File: src/rtl/branch_repair_unit_pkg.sv
// Shared types for the branch repair unit: repair action bits, FSM states,
// the queued repair record and the mispredict rule.
package branch_repair_unit_pkg;

    localparam int SINGLE_WORD     = 32;
    localparam int REPAIR_ACTION_W = 4;
    localparam int NEED_REPAIR     = 0;
    localparam int BTB_ACTION      = 1;
    localparam int PHT_ACTION      = 2;
    localparam int IJTC_ACTION     = 3;

    typedef logic [REPAIR_ACTION_W-1:0] repair_action_t;

    localparam repair_action_t BTB_REPAIR_ACTION =
        repair_action_t'((1 << NEED_REPAIR) | (1 << BTB_ACTION));

    typedef enum logic [1:0] {
        IDLE    = 2'd0,
        WAIT_DS = 2'd1,
        REDIR   = 2'd2
    } brs_state_t;

    typedef struct packed {
        logic [SINGLE_WORD-1:0] vaddr;
        logic                   take;
        logic [SINGLE_WORD-1:0] dest;
    } repair_rec_t;

    // Not-taken predictions carry the sequential address as dest, so dest
    // only matters when the branch was actually taken.
    function automatic logic is_mispredict(
        input logic                   valid,
        input logic                   pred_take,
        input logic                   act_take,
        input logic [SINGLE_WORD-1:0] pred_dest,
        input logic [SINGLE_WORD-1:0] act_dest
    );
        return valid && ((pred_take != act_take) || (act_take && (pred_dest != act_dest)));
    endfunction

endpackage

File: src/rtl/branch_repair_unit_repair_fifo.sv
// Synchronous FIFO with a registered head word; supports push and pop in the
// same cycle, including when full.
module repair_fifo #(
    parameter int WIDTH = 65,
    parameter int DEPTH = 4
) (
    input  logic             clk,
    input  logic             rst,
    input  logic             push,
    input  logic [WIDTH-1:0] din,
    input  logic             pop,
    output logic [WIDTH-1:0] head,
    output logic             valid,
    output logic             drop
);

    localparam int PTR_W = $clog2(DEPTH);
    localparam int OCC_W = PTR_W + 1;

    logic [WIDTH-1:0] mem [DEPTH];
    logic [PTR_W-1:0] rd_ptr_reg, wr_ptr_reg, rd_ptr_next;
    logic [OCC_W-1:0] count_reg, count_next, remain;
    logic [WIDTH-1:0] head_reg, head_next;
    logic             valid_reg;
    logic             full, empty, push_ok, pop_ok;

    assign full    = (count_reg == OCC_W'(DEPTH));
    assign empty   = (count_reg == '0);
    assign pop_ok  = pop && !empty;
    assign push_ok = push && (!full || pop_ok);
    assign drop    = push && full && !pop_ok;

    assign count_next  = count_reg + OCC_W'(push_ok) - OCC_W'(pop_ok);
    assign remain      = count_reg - OCC_W'(pop_ok);
    assign rd_ptr_next = rd_ptr_reg + PTR_W'(pop_ok);

    // When no older entry survives the pop, the incoming word becomes the head.
    always_comb begin
        head_next = '0;
        if (count_next != '0) begin
            if (remain == '0) head_next = din;
            else              head_next = mem[rd_ptr_next];
        end
    end

    always_ff @(posedge clk) begin
        if (push_ok) mem[wr_ptr_reg] <= din;
    end

    always_ff @(posedge clk or negedge rst) begin
        if (!rst) begin
            rd_ptr_reg <= '0;
            wr_ptr_reg <= '0;
            count_reg  <= '0;
            head_reg   <= '0;
            valid_reg  <= 1'b0;
        end else begin
            rd_ptr_reg <= rd_ptr_next;
            wr_ptr_reg <= wr_ptr_reg + PTR_W'(push_ok);
            count_reg  <= count_next;
            head_reg   <= head_next;
            valid_reg  <= (count_next != '0);
        end
    end

    assign head  = head_reg;
    assign valid = valid_reg;

endmodule

File: src/rtl/branch_repair_unit.sv
// Resolve-side BTB repair: detects mispredicts, queues BTB repair records and
// issues one fetch redirect once the delay slot is in the backend.
module branch_repair_unit
    import branch_repair_unit_pkg::*;
#(
    parameter int FIFO_DEPTH = 4,
    parameter int CNT_W      = 8
) (
    input  logic             clk,
    input  logic             rst,
    input  logic [1:0]       BR_valid_i,
    input  logic [63:0]      BR_VAddr_p_i,
    input  logic [1:0]       BR_predTake_i,
    input  logic [63:0]      BR_predDest_p_i,
    input  logic [1:0]       BR_actTake_i,
    input  logic [63:0]      BR_actDest_p_i,
    input  logic [1:0]       BR_dsIn_i,
    input  logic             DS_arrive_i,
    input  logic             CP0_flush_i,
    input  logic             BTB_repairReady_i,
    output logic [3:0]       FU_repairAction_w_o,
    output logic [31:0]      FU_erroVAddr_w_o,
    output logic             FU_correctTake_w_o,
    output logic [31:0]      FU_correctDest_w_o,
    output logic             FU_redirect_o,
    output logic [31:0]      FU_redirectVAddr_o,
    output logic [CNT_W-1:0] FU_dropCnt_o
);

    logic [1:0]  mp;
    logic [31:0] port_vaddr [2];
    logic [31:0] port_dest  [2];

    generate
        for (genvar gi = 0; gi < 2; gi++) begin : g_port
            assign port_vaddr[gi] = BR_VAddr_p_i[32*gi +: 32];
            assign port_dest[gi]  = BR_actDest_p_i[32*gi +: 32];
            assign mp[gi] = is_mispredict(BR_valid_i[gi], BR_predTake_i[gi], BR_actTake_i[gi],
                                          BR_predDest_p_i[32*gi +: 32], port_dest[gi]);
        end
    endgenerate

    brs_state_t  state_reg;
    logic        sel, sel_take, sel_ds, accept;
    logic [31:0] sel_vaddr, sel_dest, new_target;

    // Port 0 is older, so it wins whenever it mispredicts.
    assign sel        = !mp[0];
    assign sel_vaddr  = sel ? port_vaddr[1] : port_vaddr[0];
    assign sel_dest   = sel ? port_dest[1]  : port_dest[0];
    assign sel_take   = sel ? BR_actTake_i[1] : BR_actTake_i[0];
    assign sel_ds     = sel ? BR_dsIn_i[1]    : BR_dsIn_i[0];
    assign accept     = (state_reg == IDLE) && (mp != 2'b00);
    assign new_target = sel_take ? sel_dest : (sel_vaddr + 32'd8);

    logic [31:0] target_reg;
    logic        redirect_reg;
    logic [31:0] redirect_vaddr_reg;

    always_ff @(posedge clk or negedge rst) begin
        if (!rst) begin
            state_reg          <= IDLE;
            target_reg         <= '0;
            redirect_reg       <= 1'b0;
            redirect_vaddr_reg <= '0;
        end else begin
            redirect_reg       <= 1'b0;
            redirect_vaddr_reg <= '0;
            if (CP0_flush_i) begin
                state_reg <= IDLE;
            end else begin
                case (state_reg)
                    IDLE: if (accept) begin
                        target_reg <= new_target;
                        if (sel_ds) begin
                            state_reg          <= REDIR;
                            redirect_reg       <= 1'b1;
                            redirect_vaddr_reg <= new_target;
                        end else begin
                            state_reg <= WAIT_DS;
                        end
                    end
                    WAIT_DS: if (DS_arrive_i) begin
                        state_reg          <= REDIR;
                        redirect_reg       <= 1'b1;
                        redirect_vaddr_reg <= target_reg;
                    end
                    REDIR:   state_reg <= IDLE;
                    default: state_reg <= IDLE;
                endcase
            end
        end
    end

    repair_rec_t enq_rec, head_rec;
    logic        fifo_valid, fifo_pop, fifo_drop;

    assign enq_rec.vaddr = sel_vaddr;
    assign enq_rec.take  = sel_take;
    assign enq_rec.dest  = sel_dest;
    assign fifo_pop      = fifo_valid && BTB_repairReady_i;

    repair_fifo #(
        .WIDTH($bits(repair_rec_t)),
        .DEPTH(FIFO_DEPTH)
    ) u_fifo (
        .clk  (clk),
        .rst  (rst),
        .push (accept),
        .din  (enq_rec),
        .pop  (fifo_pop),
        .head (head_rec),
        .valid(fifo_valid),
        .drop (fifo_drop)
    );

    logic [CNT_W-1:0] drop_cnt_reg;

    always_ff @(posedge clk or negedge rst) begin
        if (!rst)                                 drop_cnt_reg <= '0;
        else if (fifo_drop && (drop_cnt_reg != '1)) drop_cnt_reg <= drop_cnt_reg + 1'b1;
    end

    assign FU_repairAction_w_o = fifo_valid ? BTB_REPAIR_ACTION : '0;
    assign FU_erroVAddr_w_o    = head_rec.vaddr;
    assign FU_correctTake_w_o  = head_rec.take;
    assign FU_correctDest_w_o  = head_rec.dest;
    assign FU_redirect_o       = redirect_reg;
    assign FU_redirectVAddr_o  = redirect_vaddr_reg;
    assign FU_dropCnt_o        = drop_cnt_reg;

endmodule
File: config.mk
export PLATFORM = sky130hd
export DESIGN_NAME = branch_repair_unit
export DESIGN_NICKNAME = d
export VERILOG_FILES = /design/src/rtl/branch_repair_unit_pkg.sv /design/src/rtl/branch_repair_unit_repair_fifo.sv /design/src/rtl/branch_repair_unit.sv
export SDC_FILE = /design/constraint.sdc
export NUM_CORES = 1
export LEC_CHECK = 0
export ABC_AREA = 1
export ABC_CLOCK_PERIOD_IN_PS = 9800
export CAP_MARGIN = 5
export CORE_MARGIN = 2
export CORE_UTILIZATION = 54
export DETAILED_ROUTE_END_ITERATION = 12
export PLACE_DENSITY = 0.81
export RECOVER_POWER = 100
export SETUP_SLACK_MARGIN = 0.02
export SLEW_MARGIN = 15
export SYNTH_ARGS = -nofsm -noshare
export SYNTH_HDL_FRONTEND = slang
export SYNTH_SLANG_ARGS = --single-unit
export TNS_END_PERCENT = 1
File: constraint.sdc
create_clock -name clk -period 9.8 [get_ports clk]
set_clock_uncertainty 0.1 [all_clocks]
set_input_delay 1.47 -clock clk [delete_from_list [all_inputs] [get_ports clk]]
set_output_delay 1.47 -clock clk [all_outputs]
set_load 0.005 [all_outputs]
==> results of run 1 <==
through the flow:
stage	worst slack, ns	instance area, sq um	std cells	util, %	hold slack, ns
floorplan	1.988	19360	2043	-	0.3423
global placement	2.970	22720	2724	64.19	0.3536
detailed placement	2.719	22720	2724	64.19	0.3594
CTS	3.260	24030	2799	67.88	0.3750
global route	1.518	23870	2799	67.45	0.3965
finish	1.978	23870	2799	67.45	0.3742
worst reg2reg max path, cell delays in order, from the launching register on:
cell      delay, ns
dfrtp_1        0.42
inv_1          0.11
a311oi_1       0.54
ha_4           0.41
clkbuf_1       3.32
o21ai_0        0.82
o21ai_0        0.56
o221ai_1       0.20
inv_1          0.11
routing by layer:
layer | share of wire [%] | vias up
met5 | 0.014 | -
met4 | 3.8 | 2
met3 | 10 | 152
met2 | 48 | 880
met1 | 39 | 7758
li1 | - | 7376
layout by cell type, fill, tap and decap left out, types with 4 or more instances in the layout:
cell type and instances:
a21oi_1 36, a31oi_1 7, buf_4 10, clkbuf_1 24
clkbuf_16 42, clkdlybuf4s50_1 202, clkinv_1 4, dfrtp_1 148
dlygate4sd3_1 109, edfxtp_1 260, ha_1 7, inv_1 216
inv_2 7, mux2i_1 6, nand2_1 390, nand2_2 16
nand3_1 96, nand3b_1 18, nand4_1 8, nor2_1 284
nor2_2 11, nor3_1 78, o21a_1 5, o21ai_0 185
o21ai_1 6, o221ai_1 65, o22ai_1 7, or2_2 4
xnor2_1 10, xor2_1 28
worst paths after layout:
path                                          start                    end  depth (start not counted)
worst max-delay path              BR_actDest_p_i[1]          target_reg[1]                         14
worst min-delay path                 target_reg[11]         target_reg[11]                          2
worst max register to register  u_fifo.count_reg[1]        u_fifo.head[17]                          8
worst min register to register       target_reg[11]         target_reg[11]                          2
max in group asynchronous                       rst  FU_redirectVAddr_o[7]                          2
min in group asynchronous                       rst        u_fifo.head[20]                          1
layout make-up:
class / count / area [sq um]
inverter: 225 / 845.8
fill: 2706 / 11520
multi-input combinational: 1300 / 6410
clock inverter: 12 / 145.1
timing repair buffer: 330 / 3226
tap: 461 / 576.8
sequential: 408 / 11510
clock buffer: 63 / 1160
power groups by stage:
stage	Combinational, mW	Clock, mW	Sequential, mW
final	2.81	1.52	2.51
after global routing	3.10	1.60	2.55
after CTS	2.84	1.53	2.51
after detailed placement	2.80	0	2.54
after global placement	2.68	0	2.53
after floorplan	1.77	0	2.52
kinds of logic (layout without fill, tap and decap cells):
kind of cell | count (synthesis) | count (layout) | share of synthesized area (%)
AOI/OAI and AO/OA | 327 | 327 | 10.13
xor gates and xnor gates | 39 | 39 | 1.765
adders and majority gates | 9 | 9 | 0.6207
buffers and inverters | 335 | 630 | 7.021
DFF | 408 | 408 | 59.48
muxes | 6 | 6 | 0.3103
other | 1 | 2 | 0.01938
and+or+nand+nor | 917 | 917 | 20.66
synth_stat cells (2+ instances only):
master and n:
a211o_1 2, a21oi_1 36, a22oi_1 3, a31oi_1 7, buf_1 8, buf_2 14, buf_4 7, buf_6 4
clkbuf_1 75, clkinv_1 2, dfrtp_1 148, edfxtp_1 260, ha_1 8, inv_1 216, inv_2 7, mux2i_1 6
nand2_1 368, nand2_2 32, nand2_4 5, nand3_1 96, nand3_4 2, nand3b_1 18, nand4_1 8, nor2_1 282
nor2_2 13, nor2_4 3, nor3_1 78, nor4_1 3, o2111ai_1 3, o211ai_1 2, o21a_1 5, o21ai_0 183
o21ai_1 8, o21bai_1 2, o221ai_1 65, o22ai_1 7, or2_2 4, xnor2_1 11, xor2_1 28
==> reports/results.tsv, run 1 <==
stage	metric	value	unit
place	hpwl	39270	um
pwr	power.switching	2.583	mW
sta	setup_viol	0	
critical_path	r2r_slack	3.15	ns
grt	grt_max_degree	106	
critical_path	path_cells	dlygate4sd3_1, inv_1, o21bai_1, nor2_1, nand2_1, nor2_1, nand3_4, nand2_1, nand2_1, nand2_1, nor2_1, clkbuf_1, clkinv_1, o21ai_0	
grt	grt.met3_usage	5.893	%
routing	ant_nets	0	
final_layout	drive_above_1_share	4.919	%
final_layout	syn_to_final_growth	23.36	%
clock_network	cts_htree_levels	2	
clock_network	numCtsBuffers	41	
clock_network	cts_resized	0	
grt	grt.met1_usage	40.48	%
pwr	leakage	10.04	nW
final_layout	largest_register_ffs	260	
clock_network	clk_pin_slew_worst_paths	0.06	ns
critical_path	crit_family	buffers and inverters	
floorplan	io-pin-count	315	
pwr	power.internal	4.264	mW
floorplan	initial_core_util	54.68	%
clock_network	cts_setup_buffers	0	
critical_path	start_kind	primary input	
floorplan	die_y	193.3	um
pwr	p_clk_share	22.2	%
logic_synthesis	synth_seq_area_share	59.48	%
logic_synthesis	synth.distinct_cells	52	
pwr	switching_share	37.72	%
critical_path	path_buf_inv	4	
grt	grt_pass1_vias	15880	
logic_synthesis	async_flop_share	36.27	%
sta	min_period	7.822	ns
logic_synthesis	netlist_instances	2042	
critical_path	cp_common_cell	nand2_1	
sta	finalSetupTns	0	ns
clock_network	clock_sinks	408	
critical_path	crit_type	primary input to flip-flop	
pwr	peakVddDrop	0.2754	mV
place	port_buffers	312	
routing	wl	58570	um
logic_synthesis	netlist.area_leader.share	40.34	%
floorplan	die_w	193.3	um
final_layout	diodes	0	
logic_synthesis	syn_avg_cell_area	9.478	sq um
final_layout	fin_nets	2520	
pwr	p_seq_share	36.7	%
sta	finalHoldViolations	0	
floorplan	rows	69	
critical_path	path_max_fanout	49	
routing	first_pass_iters	6	
clock_network	postCtsHoldBufs	0	
routing	vias_per_cell	5.776	
logic_synthesis	ys_top_cells_by_area	edfxtp_1, dfrtp_1, nand2_1	
grt	overflow	0	
clock_network	clk_root_buffer_cell	clkbuf_16	
routing	vias	16170	
grt	busiest_layer	met2	
sta	finalCritPeriodShare	79.82	%
hold_path	hp-class	flip-flop to flip-flop	
grt	antenna_found_initial	2	
logic_synthesis	syn_area	0.01935	sq mm
clock_network	clockBufferDepth	3	
logic_synthesis	ys_ff_latch	408	
routing	drc	0	
floorplan	die_area	0.03737	sq mm
routing	avgRoutedWirePerCell	20.93	um
floorplan	coreArea	0.03540	sq mm
pwr	p_comb_share	41.1	%
sta	grt_setup_unrepaired	no	
critical_path	cp-end-kind	flip-flop	
logic_synthesis	yosys_warnings	0	
logic_synthesis	synth-edff-count	260	
sta	timing.final.max_slew_violations	563	
critical_path	slowest_delay	1.37	ns
grt	grt_pass1_wl	88800	um
critical_path	crit_path_top_delay_cell	clkinv_1	
outcome	run_status	finished with violations	
logic_synthesis	yosysTopAreaCell	edfxtp_1	
routing	drtIter0Drc	1860	
pwr	power	6.847	mW
critical_path	crit_required	10.10	ns
sta	relSlewSlack	-215.2	%
pwr	p_per_area	286.8	mW/mm^2
clock_network	cts_tree	done	
outcome	failed_checks	capacitance limit, slew limit	
grt	use_met2	50.37	%
grt	grt_usage	30.54	%
sta	tightest_slew	4.728	ns
logic_synthesis	synth-main-ff-cell	edfxtp_1	
clock_network	insertion_delay	0.54	ns
flow_run	drv_cap	10	
sta	max_freq	127.8	MHz
critical_path	arrival	8.12	ns
place	routabilityCongestion	0.9292	
Note: power is estimated with default switching activity, not from simulation.
==> inputs of run 2 (changes only) <==
Settings changed: ABC_CLOCK_PERIOD_IN_PS 9800 to 7300.
Clock period 9.8 ns to 7.3 ns, I/O delays scaled along.
==> reports/results.tsv, run 2 (same netlist as run 1, synthesis figures left out) <==
stage	metric	value	unit	change
routing	ant_nets	0		unchanged
sta	relSlewSlack	-233.3	%	-18 points
final_layout	seqCellArea	0.01151	sq mm	unchanged
place	hpwl	39360	um	+0.24%
outcome	failed_checks	capacitance limit, slew limit		
clock_network	cts_htree_levels	2		unchanged
sta	grt_setup_unrepaired	no		
critical_path	start_kind	primary input		
outcome	run_status	finished with violations		
critical_path	arrival	6.20	ns	-1.92 ns
final_layout	final_util	67.42	%	about the same
grt	use_met2	49.07	%	-1.3 points
clock_network	clockBufferDepth	3		unchanged
floorplan	coreArea	0.03540	sq mm	unchanged
clock_network	cts_tree	done		
grt	grt_pass1_vias	15580		-1.9%
hold_path	min_path_cells	2		unchanged
floorplan	die_y	193.3	um	unchanged
clock_network	cts_setup_buffers	0		unchanged
routing	drtIter0Drc	1893		+1.8%
grt	overflow	0		unchanged
final_layout	fill_cells	2714		+0.30%
floorplan	die_w	193.3	um	unchanged
sta	finalCritPeriodShare	85.08	%	
critical_path	path_max_fanout	46		-6.1%
clock_network	numCtsBuffers	41		unchanged
floorplan	initial_core_util	54.68	%	unchanged
critical_path	r2r-start	u_fifo.count_reg[1]		
grt	grt.met1_usage	42.04	%	+1.6 points
final_layout	layout_commonest_cell	nand2_1		
final_layout	stdcell_count	2807		+0.29%
final_layout	final_cell_mix	nand2_1, nor2_1, edfxtp_1		
final_layout	largest_register_ffs	260		unchanged
hold_path	hp-start	target_reg[15]		
sta	timing.final.max_slew_violations	495		-12%
sta	hold_slack	0.3815	ns	+0.007279 ns
clock_network	cts_resized	0		unchanged
grt	grt_usage	30.56	%	about the same
routing	vias	16100		-0.41%
clock_network	insertion_delay	0.55	ns	about the same
critical_path	crit_required	7.29	ns	-2.81 ns
clock_network	clock_sinks	408		unchanged
critical_path	cp-end-kind	flip-flop		
floorplan	die_area	0.03737	sq mm	unchanged
flow_run	drv_cap	11		+1
pwr	power	9.130	mW	+33%
place	place_area	0.02277	sq mm	+0.20%
grt	grt.met3_usage	5.683	%	-0.21 points
grt	grt_pass1_wl	88920	um	+0.13%
routing	first_pass_iters	5		-1
grt	grt_max_degree	87		-18%
sta	setup_ws	1.089	ns	-0.8883 ns
floorplan	rows	69		unchanged
routing	vias_per_cell	5.736		-0.69%
pwr	p_per_area	382.6	mW/mm^2	+33%
pwr	peakVddDrop	0.4128	mV	+50%
sta	min_period	6.211	ns	
sta	tightest_slew	4.999	ns	+0.2710 ns
routing	avgRoutedWirePerCell	20.89	um	-0.17%
place	routabilityCongestion	0.9484		+2.1%
critical_path	crit_type	primary input to flip-flop		
grt	busiest_layer	met2		
place	port_buffers	312		unchanged
critical_path	reg2regPathDepth	10		+2
place	post-place-cells	2730		+0.22%
critical_path	crit_start	BR_actDest_p_i[5]		
final_layout	fin_nets	2526		+0.24%
final_layout	syn_to_final_growth	23.30	%	about the same
clock_network	postCtsHoldBufs	0		unchanged
sta	finalSetupTns	0	ns	unchanged
final_layout	stdcell_area	0.02386	sq mm	about the same
clock_network	clk_root_buffer_cell	clkbuf_16		
routing	wl	58640	um	+0.11%
clock_network	clk_pin_slew_worst_paths	0.06	ns	about the same
hold_path	hp-class	flip-flop to flip-flop		
final_layout	drive_above_1_share	4.435	%	-0.48 points
grt	antenna_found_initial	3		+1
sta	setup_viol	0		unchanged
sta	finalHoldViolations	0		unchanged
routing	drc	0		unchanged
pwr	leakage	10.04	nW	about the same
floorplan	io-pin-count	315		unchanged
final_layout	multi_input_area	0.006391	sq mm	-0.29%
sta	max_freq	161.0	MHz	
place	dp_slack	0.9398	ns	-1.779 ns
## run 2: cell count changes in the layout (fill, tap and decap cells not counted), sizes merged
cell	delta
clkinv	+7
clkbuf	+2
clkinvlp	-2
buf	+1
bufinv	-1
diode	+1
## run 2: power by group
group	total (mW)	switching (mW)	internal, mW
sequential	3.37	0.216	3.16
combinational	3.74	2.37	1.37
clock	2.02	0.869	1.15
total	9.13	3.46	5.67
## run 2: layer usage
metal  wire, um  vias up
li1           -     7387
met5         21        -
met4       2180        4
met2      27640      907
met3       5319      155
met1      23480     7649
## run 2: area by class of cell
cell class	instances	area share [%]
multi-input combinational	1300	26.78
clock inverter	16	0.5401
tap	461	2.417
sequential	408	48.24
antenna	1	0.01049
clock buffer	60	4.855
timing repair buffer	336	13.61
inverter	225	3.544
## run 2: worst paths after layout
check                      slack (ns)                     to
setup / recovery                 1.09      u_fifo.mem[1][18]
hold / removal                   0.38         target_reg[15]
setup reg to reg                 2.17         u_fifo.head[0]
hold reg to reg                  0.38         target_reg[15]
max in group asynchronous        2.00  FU_redirectVAddr_o[2]
min in group asynchronous        2.27        u_fifo.head[10]
## run 2: worst max-delay path, stage by stage
cell           delay (ns)
dlygate4sd3_1        0.60
nand2_1              0.08
nand2_1              0.15
inv_1                0.06
nand2_1              0.05
nor2_1               0.06
nand2_1              0.06
nor2_1               0.06
nand3_4              0.07
buf_4                0.41
nand2_8              0.25
nand2_1              0.16
nand2_1              0.17
inv_1                0.32
nand2_1              0.22
nor3_1               0.25
clkbuf_1             2.06
